$ cat src/rtl/wb_commit_unit.sv
// Write-back commit stage: merges single-cycle ALU results with in-order load
// responses into one registered register-file write per cycle. A tag FIFO of
// outstanding load destinations provides per-register busy flags for RAW/WAW stalls.
// Optional feature macro: WB_STALL_CNT_EN adds a 32-bit ALU stall counter output.
module wb_commit_unit #(
    parameter int unsigned D_WIDTH       = 32,
    parameter int unsigned ADDRESS_WIDTH = 5,
    parameter int unsigned LD_DEPTH      = 4
) (
    input  logic                     clk,
    input  logic                     rst_n,
    input  logic                     alu_valid_i,
    input  logic [ADDRESS_WIDTH-1:0] alu_rd_i,
    input  logic [D_WIDTH-1:0]       alu_data_i,
    output logic                     alu_ready_o,
    input  logic                     ld_issue_valid_i,
    input  logic [ADDRESS_WIDTH-1:0] ld_issue_rd_i,
    output logic                     ld_full_o,
    input  logic                     ld_resp_valid_i,
    input  logic [D_WIDTH-1:0]       ld_resp_data_i,
    input  logic [ADDRESS_WIDTH-1:0] rs1_i,
    input  logic [ADDRESS_WIDTH-1:0] rs2_i,
    output logic                     busy1_o,
    output logic                     busy2_o,
    output logic                     wr_en_o,
    output logic [ADDRESS_WIDTH-1:0] a3_o,
    output logic [D_WIDTH-1:0]       din_o
`ifdef WB_STALL_CNT_EN
    ,
    output logic [31:0]              stall_cnt_o
`endif
);

    localparam int unsigned PtrW    = $clog2(LD_DEPTH);
    localparam int unsigned CntW    = PtrW + 1;
    localparam int unsigned NumRegs = 2 ** ADDRESS_WIDTH;

    // Tag FIFO state
    logic [ADDRESS_WIDTH-1:0] tag_q [LD_DEPTH];
    logic [PtrW-1:0]          wr_ptr_q, rd_ptr_q;
    logic [CntW-1:0]          cnt_q, cnt_d;

    // Skid buffer state
    logic                     skid_valid_q, skid_valid_d;
    logic [ADDRESS_WIDTH-1:0] skid_rd_q, skid_rd_d;
    logic [D_WIDTH-1:0]       skid_data_q, skid_data_d;

    // Registered write port
    logic                     wr_en_q, wr_en_d;
    logic [ADDRESS_WIDTH-1:0] a3_q, a3_d;
    logic [D_WIDTH-1:0]       din_q, din_d;

    logic [NumRegs-1:0]       busy_vec;
    logic [PtrW-1:0]          scan_idx;
    logic                     push, pop, alu_acc;

    logic                     sel_en;
    logic [ADDRESS_WIDTH-1:0] sel_rd;
    logic [D_WIDTH-1:0]       sel_data;

    // Busy vector: OR of destinations of every valid FIFO entry, x0 never busy
    always_comb begin
        busy_vec = '0;
        scan_idx = '0;
        for (int i = 0; i < int'(LD_DEPTH); i++) begin
            scan_idx = rd_ptr_q + PtrW'(i);
            if (i < int'(cnt_q)) begin
                busy_vec[tag_q[scan_idx]] = 1'b1;
            end
        end
        busy_vec[0] = 1'b0;
    end

    assign busy1_o     = busy_vec[rs1_i];
    assign busy2_o     = busy_vec[rs2_i];
    assign ld_full_o   = (cnt_q == CntW'(LD_DEPTH));
    // Only registered state and alu_rd feed this; no path from ld_resp_valid
    assign alu_ready_o = !skid_valid_q && !busy_vec[alu_rd_i];

    assign alu_acc = alu_valid_i && alu_ready_o;
    assign pop     = ld_resp_valid_i && (cnt_q != '0);
    // A full FIFO still accepts an issue when an entry pops in the same cycle
    assign push    = ld_issue_valid_i && (!ld_full_o || pop);

    // Occupancy count next state
    always_comb begin
        cnt_d = cnt_q;
        if (push && !pop) begin
            cnt_d = cnt_q + 1'b1;
        end else if (pop && !push) begin
            cnt_d = cnt_q - 1'b1;
        end
    end

    // Tag FIFO storage and pointers
    always_ff @(posedge clk or negedge rst_n) begin
        if (!rst_n) begin
            for (int i = 0; i < int'(LD_DEPTH); i++) begin
                tag_q[i] <= '0;
            end
            wr_ptr_q <= '0;
            rd_ptr_q <= '0;
            cnt_q    <= '0;
        end else begin
            if (push) begin
                tag_q[wr_ptr_q] <= ld_issue_rd_i;
                wr_ptr_q        <= wr_ptr_q + 1'b1;
            end
            if (pop) begin
                rd_ptr_q <= rd_ptr_q + 1'b1;
            end
            cnt_q <= cnt_d;
        end
    end

    // Source arbitration: load response > skid entry > new ALU result
    always_comb begin
        sel_en       = 1'b0;
        sel_rd       = a3_q;
        sel_data     = din_q;
        skid_valid_d = skid_valid_q;
        skid_rd_d    = skid_rd_q;
        skid_data_d  = skid_data_q;
        if (pop) begin
            sel_en   = 1'b1;
            sel_rd   = tag_q[rd_ptr_q];
            sel_data = ld_resp_data_i;
            // ALU result that lost arbitration parks in the skid; x0 results are dropped
            if (alu_acc && (alu_rd_i != '0)) begin
                skid_valid_d = 1'b1;
                skid_rd_d    = alu_rd_i;
                skid_data_d  = alu_data_i;
            end
        end else if (skid_valid_q) begin
            sel_en       = 1'b1;
            sel_rd       = skid_rd_q;
            sel_data     = skid_data_q;
            skid_valid_d = 1'b0;
        end else if (alu_acc) begin
            sel_en   = 1'b1;
            sel_rd   = alu_rd_i;
            sel_data = alu_data_i;
        end
        wr_en_d = sel_en && (sel_rd != '0);
        a3_d    = sel_rd;
        din_d   = sel_data;
    end

    // Skid buffer and registered write port
    always_ff @(posedge clk or negedge rst_n) begin
        if (!rst_n) begin
            skid_valid_q <= 1'b0;
            skid_rd_q    <= '0;
            skid_data_q  <= '0;
            wr_en_q      <= 1'b0;
            a3_q         <= '0;
            din_q        <= '0;
        end else begin
            skid_valid_q <= skid_valid_d;
            skid_rd_q    <= skid_rd_d;
            skid_data_q  <= skid_data_d;
            wr_en_q      <= wr_en_d;
            a3_q         <= a3_d;
            din_q        <= din_d;
        end
    end

    assign wr_en_o = wr_en_q;
    assign a3_o    = a3_q;
    assign din_o   = din_q;

`ifdef WB_STALL_CNT_EN
    logic [31:0] stall_cnt_q;

    // Count cycles where an ALU result is presented but refused
    always_ff @(posedge clk or negedge rst_n) begin
        if (!rst_n) begin
            stall_cnt_q <= '0;
        end else if (alu_valid_i && !alu_ready_o) begin
            stall_cnt_q <= stall_cnt_q + 32'd1;
        end
    end

    assign stall_cnt_o = stall_cnt_q;
`endif

endmodule
$ cat config.mk
export PLATFORM = sky130hd
export DESIGN_NAME = wb_commit_unit
export DESIGN_NICKNAME = d
export VERILOG_FILES = /design/src/rtl/wb_commit_unit.sv
export SDC_FILE = /design/constraint.sdc
export NUM_CORES = 1
export LEC_CHECK = 0
export CAP_MARGIN = 25
export CORE_MARGIN = 2
export CORE_UTILIZATION = 40
export CTS_CLUSTER_DIAMETER = 120
export CTS_CLUSTER_SIZE = 14
export DETAILED_ROUTE_END_ITERATION = 16
export SLEW_MARGIN = 20
export SYNTH_ARGS = -nofsm -noshare
export SYNTH_HDL_FRONTEND = slang
export SYNTH_SLANG_ARGS = --single-unit
$ cat constraint.sdc
create_clock -name clk -period 5.3 [get_ports clk]
set_input_delay 1.06 -clock clk [delete_from_list [all_inputs] [get_ports clk]]
set_output_delay 1.06 -clock clk [all_outputs]
set_load 0.02 [all_outputs]
# [Word level (Yosys, flattened, before mapping)]
# Index checks and enable logic that the tools add are counted.
[totals] register_bits=103 output_inout_bits=42 elab_cells=121
[classes] add_sub_neg=6 n_lt_le_gt_ge=21 eq_ne=2 n_mux=46 bitwise=8 n_reduce_logical=25
[op_table] operator="32-bit 2-to-1 mux" n=7
[op_table] operator="32-bit bitwise OR" n=3
[op_table] operator="5-bit 2-to-1 mux" n=12
[op_table] operator="5-bit by 6-bit < comparator with 1-bit output (second input constant)" n=7
[op_table] operator="5-bit binary-select mux with 2-bit select" n=4
[op_table] operator="20-bit bitwise mux" n=1
[op_table] operator="1-bit demux with 5-bit select" n=4
[op_table] operator="5-bit by 1-bit greater-or-equal comparator with 1-bit output (second input constant)" n=4
[op_table] operator="1-bit binary-select mux with 5-bit select" n=3
[op_table] operator="3-bit greater-or-equal comparator (second input constant)" n=5
[op_table] operator="2-bit NOT with 3-bit output" n=5
[op_table] operator="1-bit logical AND" n=13
[op_table] operator="1-bit 2-to-1 mux" n=12
[op_table] operator="5-bit demux with 2-bit select" n=1
[op_table] operator="5-bit nonzero test" n=2
[op_table] operator="1-bit by 3-bit < comparator with 1-bit output (first input constant)" n=2
[op_table] operator="2-bit by 3-bit < comparator with 1-bit output (first input constant)" n=2
[op_table] operator="3-bit 2-to-1 mux" n=2
[op_table] operator="3-bit nonzero test" n=2
[op_table] operator="1-bit logical NOT" n=5
[op_table] operator="2-bit by 1-bit adder with 2-bit output (second input constant)" n=2
[op_table] operator="2-bit adder (second input constant)" n=2
[op_table] operator="3-bit by 1-bit adder with 3-bit output (second input constant)" n=1
[op_table] operator="3-bit == test (second input constant)" n=1
[op_table] operator="other kinds (6)" n=6

# [Longest topological paths before layout]
# Gate-level depths: netlist of run 1.
[logic_depth] ltp_word=25 depth_mapped=16

# [Worst setup path before layout of run 1]
# Ideal clock, no wire load.
[synth_timing] kind="register -> output" startpoint="register rd_ptr_q[0]" endpoint="output port busy1_o" arrival_time_ns=3.403 t_required_ns=4.240 slack_ns=0.837 path_stages_with_launch=10 n_path_buf=2 path_cell_list="dfrtp_1 > buf_6 > buf_6 > mux4_2 > or4b_2 > o32ai_1 > a221oi_1 > mux4_2 > mux4_2 > mux2i_1"
[synth_via] elab_chain_cells=17
[synth_lines] item="start: declaration" line_no="40" source="logic [PtrW-1:0] wr_ptr_q, rd_ptr_q;"
[synth_lines] item="start signal: assignment" line_no="110" source="rd_ptr_q <= rd_ptr_q + 1'b1;"
[synth_lines] item="2-bit by 1-bit adder with 2-bit output or 2-bit NOT with 3-bit output (tied branches)" line_no="66, 68"
[synth_lines] item="2-bit NOT with 3-bit output (implied by the code) or 5-bit binary-select mux with 2-bit select (tied branches)" line_no="68" source="busy_vec[tag_q[scan_idx]] = 1'b1;"
[synth_lines] item="5-bit binary-select mux with 2-bit select or 5-bit 2-to-1 mux (tied branches)" line_no="68"
[synth_lines] item="5-bit 2-to-1 mux (implied by the code)" line_no="68"
[synth_lines] item="5-bit 2-to-1 mux (implied by the code) (tied with other cells)" line_no="68"
[synth_lines] item="5-bit by 6-bit < comparator with 1-bit output (implied by the code) (tied with other cells)" line_no="68"
[synth_lines] item="1-bit logical AND (implied by the code) or 1-bit 2-to-1 mux (tied branches)" line_no="68"
[synth_lines] item="1-bit 2-to-1 mux (implied by the code) or 1-bit demux with 5-bit select (tied branches)" line_no="68"
[synth_lines] item="1-bit demux with 5-bit select or 32-bit 2-to-1 mux (tied branches)" line_no="68, 67"
[synth_lines] item="32-bit bitwise OR (no line)"
[synth_lines] item="32-bit 2-to-1 mux" line_no="67" source="if (i < int'(cnt_q)) begin"
[synth_lines] item="32-bit bitwise OR (no line)"
[synth_lines] item="32-bit 2-to-1 mux" line_no="67"
[synth_lines] item="32-bit bitwise OR (no line)"
[synth_lines] item="32-bit 2-to-1 mux (*)" line_no="67"
[synth_lines] item="1-bit binary-select mux with 5-bit select (*)" line_no="74" source="assign busy1_o = busy_vec[rs1_i];"
[synth_lines] item="1-bit 2-to-1 mux (implied by the code) (*)" line_no="74"
[synth_lines] item="end: declaration" line_no="23" source="output logic busy1_o,"
# Mark *: on every way between the ends. The rest lies on a longest branch, timed or not. The select of a mux whose other input is x is not followed.

# [Final worst setup path of run 1]
[layout_timing] startpoint="register rd_ptr_q[0]" endpoint="output port busy2_o"
[layout_via] elab_chain_cells=17
[layout_lines] item="2-bit by 1-bit adder with 2-bit output or 2-bit NOT with 3-bit output (tied branches)" line_no="66, 68"
[layout_lines] item="2-bit NOT with 3-bit output (implied by the code) or 5-bit binary-select mux with 2-bit select (tied branches)" line_no="68"
[layout_lines] item="5-bit binary-select mux with 2-bit select or 5-bit 2-to-1 mux (tied branches)" line_no="68"
[layout_lines] item="5-bit 2-to-1 mux (implied by the code)" line_no="68"
[layout_lines] item="5-bit 2-to-1 mux (implied by the code) (tied with other cells)" line_no="68"
[layout_lines] item="5-bit by 6-bit < comparator with 1-bit output (implied by the code) (tied with other cells)" line_no="68"
[layout_lines] item="1-bit logical AND (implied by the code) or 1-bit 2-to-1 mux (tied branches)" line_no="68"
[layout_lines] item="1-bit 2-to-1 mux (implied by the code) or 1-bit demux with 5-bit select (tied branches)" line_no="68"
[layout_lines] item="1-bit demux with 5-bit select or 32-bit 2-to-1 mux (tied branches)" line_no="68, 67"
[layout_lines] item="32-bit bitwise OR (no line)"
[layout_lines] item="32-bit 2-to-1 mux" line_no="67"
[layout_lines] item="32-bit bitwise OR (no line)"
[layout_lines] item="32-bit 2-to-1 mux" line_no="67"
[layout_lines] item="32-bit bitwise OR (no line)"
[layout_lines] item="32-bit 2-to-1 mux (*)" line_no="67"
[layout_lines] item="1-bit binary-select mux with 5-bit select (*)" line_no="75" source="assign busy2_o = busy_vec[rs2_i];"
[layout_lines] item="1-bit 2-to-1 mux (implied by the code) (*)" line_no="75"
[layout_lines] item="end: declaration" line_no="24" source="output logic busy2_o,"
# Marked as above.

==> results of run 1 <==
final timing paths:
check | startpoint | slack (ps) | to | cells past startpoint
max | rd_ptr_q[0]$_DFFE_PN0P_ | 120 | busy2_o | 9
min | skid_rd_q[0]$_DFFE_PN0P_ | 510 | skid_rd_q[0]$_DFFE_PN0P_ | 1
max reg2reg | rd_ptr_q[0]$_DFFE_PN0P_ | 830 | wr_en_o$_DFF_PN0_ | 14
min reg2reg | skid_rd_q[0]$_DFFE_PN0P_ | 510 | skid_rd_q[0]$_DFFE_PN0P_ | 1
max in group asynchronous | rst_n | 3390 | skid_valid_q$_DFFE_PN0P_ | 2
min in group asynchronous | rst_n | 810 | wr_ptr_q[1]$_DFFE_PN0P_ | 1
critical path: cells and delay by family, from the launching register on:
family | cells | cell delay (ps)
multiplexers | 4 | 1690
AO/OA/AOI/OAI | 1 | 640
flip-flops | 1 | 460
AND/OR/NAND/NOR | 2 | 450
buffers and inverters | 2 | 520
registers in the layout, summed over array words and instances (netlist names):
register	count
wr_en_o	1
rd_ptr_q	2
skid_data_q	32
skid_valid_q	1
din_o	32
wr_ptr_q	2
tag_q	20
skid_rd_q	5
cnt_q	3
a3_o	5
where the power goes:
| part | total (uW) | switching, uW | internal (uW) |
|---|---|---|---|
| Sequential | 1500 | 311 | 1190 |
| Combinational | 4680 | 2630 | 2050 |
| Clock | 718 | 335 | 383 |
cell usage after synthesis (4+ instances only):
cell      number  area, sq um
dfrtp_1      103         2580
mux2_2        91         1020
nand2_1       60          225
mux2i_1       41          410
nor2_1        41          154
mux4_2        38          856
o21ai_0       36          180
nor3_1        34          170
clkbuf_1      23         86.3
o22ai_1       20          125
o32ai_1       19          166
nand2b_1      16          100
buf_2         10         50.1
inv_1         10         37.5
a21oi_1        9         45.0
ha_1           9          113
nand3_1        9         45.0
nor4_1         9         56.3
nand4b_1       8         70.1
buf_1          7         26.3
nor2b_1        7         43.8
a211oi_1       6         45.0
or2_2          6         37.5
a21o_1         5         37.5
nor3b_1        5         37.5
nor4b_1        5         43.8
xnor2_1        5         43.8
nand4_1        4         25.0
metrics by stage:
step           hold slack, ps  setup slack (ps)
3_5_place_dp              495               188
5_1_grt                   522              57.1
4_1_cts                   512              9.55
3_3_place_gp              487               275
6_report                  508               120
2_1_floorplan             471               837
logic make-up (layout without fill, tap and decap cells):
logic type | Yosys count | count (layout) | synth area share (%)
multiplexers | 171 | 171 | 31.0
flip-flops | 103 | 103 | 34.7
adder cells (fa/ha/maj) | 9 | 9 | 1.52
AND/OR/NAND/NOR | 225 | 225 | 16.3
AO/OA/AOI/OAI | 132 | 132 | 12.3
XOR/XNOR | 6 | 6 | 0.707
buffers and inverters | 57 | 194 | 3.40
what timing repair did:
action                                  in CTS  in global routing
endpoints found under the setup margin       3                  1
endpoints found under the hold margin        0                  0
pin swaps                                    0                  1
gates resized for setup                      5                 12
final cells by class:
type | count | area share, %
Multi-Input combinational cell | 543 | 49.1
Sequential cell | 103 | 27.1
Clock buffer | 9 | 2.37
Clock inverter | 7 | 1.03
Timing Repair Buffer | 166 | 16.9
Tap cell | 229 | 3.01
Inverter | 12 | 0.473
layer usage:
layer | track usage, % | wire (microns)
met4 | 10.5 | 1050
met3 | 6.02 | 1800
met2 | 41.2 | 11800
met5 | 0 | 0
met1 | 34.0 | 10900
==> out/metrics.csv, run 1 <==
metric,value,unit
path type of the worst min-delay path,reg2reg,
VDD IR-drop max,0.293,mV
CP Data Arrival Time,4120,ps
#FFs+latches synth,103,
clk slew on worst S/H paths,80,ps
Yosys cell types,72,
CP dominant cell by count,mux4_2,
Final Cycle Share,97.7,%
slowest CP cell,o32ai_1,
Setup Buffers After CTS,0,
largest net degree at the start of global routing,68,
endpoints failing hold,0,
initial antenna violation count,0,
"antenna viol nets, final",0,
synth-to-layout area growth,28.1,%
global-route usage over all layers,25.8,%
Syn Nets,801,
starting density of the core,41.1,%
Max Cap Violations,0,
post-route cell area,0.00952,sq mm
diodes inserted,0,
most frequent cells in the layout,"126 x clkdlybuf4s50_1, 101 x dfrtp_1, 91 x mux2_2",
YS warnings,0,
Clock Sink Count,103,
Reg area,0.00258,sq mm
post-synthesis area per instance,10.6,sq um
"Setup violations, final",0,
# hold bufs at CTS,0,
fmax,0.193,GHz
fin. max-slew vios,0,
DIE WIDTH,140,microns
sequential area share after synthesis,34.7,%
fillers,1604,
Max-slew headroom,42.1,%
Worst path max stage delay,640,ps
clock buffer count from CTS,9,
vias per inst,6.17,
CTS max path bufs,2,
area taken by multi-input logic gates,0.00467,sq mm
HPWL Detailed,19600,microns
NumNets Final,933,
Post-Syn Area,0.00743,sq mm
WP data required,4240,ps
count of buffers from port buffering,130,
CP cell instances,buf_12 > mux4_2 > nand2b_1 > o32ai_1 > nor2_1 > mux4_2 > mux4_2 > mux2i_1 > dlygate4sd2_1,
"leading cell type in the layout, fill and taps excluded",clkdlybuf4s50_1,
DR DRC count,0,
1st-pass router iterations,5,
P per Cell Area,725,mW/mm^2
Worst-Margin Slew,869,ps
Post-synth EDFFs,0,
IO Pins,131,
type of destination of the critical path,primary output,
Leakage,0.00360,uW
die height,140,microns
startpoint types,flip-flop,
GPL Wtd Cong,1.02,
RSZ-0062 raised after global routing,false,
setup TNS,0,ps
core area,0.0181,sq mm
Worst Path Max Fanout,14,
global-route wire length before repair,39200,microns
Final Skew,20.2,ps
Post-DP Area,0.00913,sq mm
Tot Pwr,6900,uW
clk_lat worst skew,360,ps
Iter 0 DRT Violations,534,
Post-synth ARST share,100,%
Inst Count DP,1053,
main flop type after synthesis,dfrtp_1,
min Tclk post-route,5180,ps
Root Driver,clkbuf_16,
Finished Core Util,52.6,%
DR WL/cell,23.9,microns
Std-Cell Rows,49,
vias in the first global route,6714,
Non-Filler Instances,1069,
full die area,0.0197,sq mm
layout cells sized above 1,26.1,%
TritonCTS clock tree,yes,
Vias,6595,
post-synthesis instance total,703,
grt ovf,0,
status,completed,
CTS H-Tree Depth,3,
Crit Path Class,reg2out,
Routed WL,25500,microns
Note: power is estimated with default switching activity, not from simulation.
==> run 2, diff against run 1 <==
--- a/config.mk
+++ b/config.mk
@@ -11,6 +11,7 @@
 export CTS_CLUSTER_DIAMETER = 120
 export CTS_CLUSTER_SIZE = 14
 export DETAILED_ROUTE_END_ITERATION = 16
+export SKIP_CTS_REPAIR_TIMING = 1
 export SLEW_MARGIN = 20
 export SYNTH_ARGS = -nofsm -noshare
 export SYNTH_HDL_FRONTEND = slang
==> out/metrics.csv, run 2 (synthesized netlist as in run 1, its figures left out) <==
metric,value,unit
status,completed,
Buf/Inv on CP,2,
IO Pins,131,
DIE WIDTH,140,microns
HPWL Detailed,19600,microns
global-route wire length before repair,39200,microns
RSZ-0062 raised after global routing,false,
Iter 0 DRT Violations,551,
Vias,6609,
DR WL/cell,23.8,microns
WP data required,4240,ps
fillers,1602,
"CP delay by family, top",multiplexers,
1st-pass router iterations,5,
die height,140,microns
Final Cycle Share,95.3,%
TritonCTS clock tree,yes,
Max Cap Violations,0,
CP Depth,9,
count of buffers from port buffering,130,
NumNets Final,933,
Routed WL,25500,microns
clk slew on worst S/H paths,80,ps
final worst-path setup slack,250,ps
full die area,0.0197,sq mm
CTS max path bufs,2,
VDD IR-drop max,0.293,mV
reg2reg path depth,14,
clk_lat worst skew,360,ps
post-route cell area,0.00952,sq mm
Finished Core Util,52.7,%
grt ovf,0,
WHS Path Cells,1,
Leakage,0.00363,uW
vias per inst,6.18,
most frequent cells in the layout,"126 x clkdlybuf4s50_1, 101 x dfrtp_1, 91 x mux2_2",
diodes inserted,0,
Max-slew headroom,41.9,%
pre-CTS setup slack,188,ps
core area,0.0181,sq mm
startpoint types,flip-flop,
min Tclk post-route,5050,ps
CP Data Arrival Time,3990,ps
synth-to-layout area growth,28.2,%
starting density of the core,41.1,%
type of destination of the critical path,primary output,
fin. max-slew vios,0,
endpoints failing hold,0,
slowest CP cell,o32ai_1,
setup TNS,0,ps
DR DRC count,0,
initial antenna violation count,0,
GPL Wtd Cong,1.02,
Worst path max stage delay,620,ps
largest net degree at the start of global routing,68,
CTS H-Tree Depth,3,
vias in the first global route,6726,
path type of the worst min-delay path,reg2reg,
Std-Cell Rows,49,
P per Cell Area,726,mW/mm^2
clock buffer count from CTS,9,
"leading cell type in the layout, fill and taps excluded",clkdlybuf4s50_1,
global-route usage over all layers,25.8,%
"antenna viol nets, final",0,
Worst-Margin Slew,871,ps
Post-DP Area,0.00913,sq mm
CP dominant cell by count,mux4_2,
"Setup violations, final",0,
Root Driver,clkbuf_16,
Worst Path Max Fanout,14,
fmax,0.198,GHz
layout cells sized above 1,26.1,%
Final Skew,19.1,ps
Crit Path Class,reg2out,
Clock Sink Count,103,
CP cell instances,buf_12 > mux4_2 > nand2b_1 > o32ai_1 > nor2_1 > mux4_2 > mux4_2 > mux2i_1 > dlymetal6s2s_1,
[run 2: cell count changes in the layout (fill, tap and decap cells not counted), sizes merged]
cell and change:
dlymetal6s2s +2, dlygate4sd2 -2
[run 2: per-stage QoR]
| step | instances | hold WS, ps | total power, uW |
|---|---|---|---|
| after CTS | 1069 | 512 | 6770 |
| final | 1069 | 508 | 6910 |
| after global routing | 1069 | 522 | 7260 |
| after floorplan | 703 | 471 | 4390 |
| after global placement | 1053 | 487 | 6010 |
| after detailed placement | 1053 | 495 | 6040 |
[run 2: worst paths after layout]
kind | from | end | slack [ps]
setup / recovery | rd_ptr_q[0]$_DFFE_PN0P_ | busy2_o | 250
hold / removal | skid_rd_q[0]$_DFFE_PN0P_ | skid_rd_q[0]$_DFFE_PN0P_ | 510
setup reg to reg | rd_ptr_q[1]$_DFFE_PN0P_ | skid_data_q[17]$_DFFE_PN0P_ | 820
hold reg to reg | skid_rd_q[0]$_DFFE_PN0P_ | skid_rd_q[0]$_DFFE_PN0P_ | 510
max in group asynchronous | rst_n | skid_valid_q$_DFFE_PN0P_ | 3390
min in group asynchronous | rst_n | wr_ptr_q[1]$_DFFE_PN0P_ | 810
[run 2: area by class of cell]
type                       count  area, sq um  area share (%)
clock buffer                   9          225            2.36
inverter                      12         45.0           0.473
sequential                   103         2580            27.1
tap                          229          287            3.01
multi-input combinational    543         4670            49.1
timing repair buffer         166         1610            16.9
clock inverter                 7         97.6            1.02
[run 2: worst reg2reg max path, stage by stage (launching register included)]
cell and delay, ps:
dfrtp_1 370, buf_12 200, mux4_2 640, o21ai_1 410, nor2_1 130, a211oi_1 510, o22ai_1 200, nor4_1 210
buf_4 170, nor3b_4 50, buf_4 150, nor2_2 330, o311a_2 360, buf_12 250, mux2_2 390
[run 2: report_power, final]
part           switching, uW  internal [uW]  total, uW
registers                311           1190       1500
logic                   2640           2060       4700
clock network            334            383        717
[run 2: layer usage]
layer | track usage, % | share of wire [%] | vias to the layer above
met5 | 0 | 0 | -
met4 | 11.1 | 4.2 | 0
met3 | 6.12 | 7.4 | 59
met2 | 40.9 | 46 | 313
met1 | 33.9 | 42 | 3263
li1 | - | - | 2974
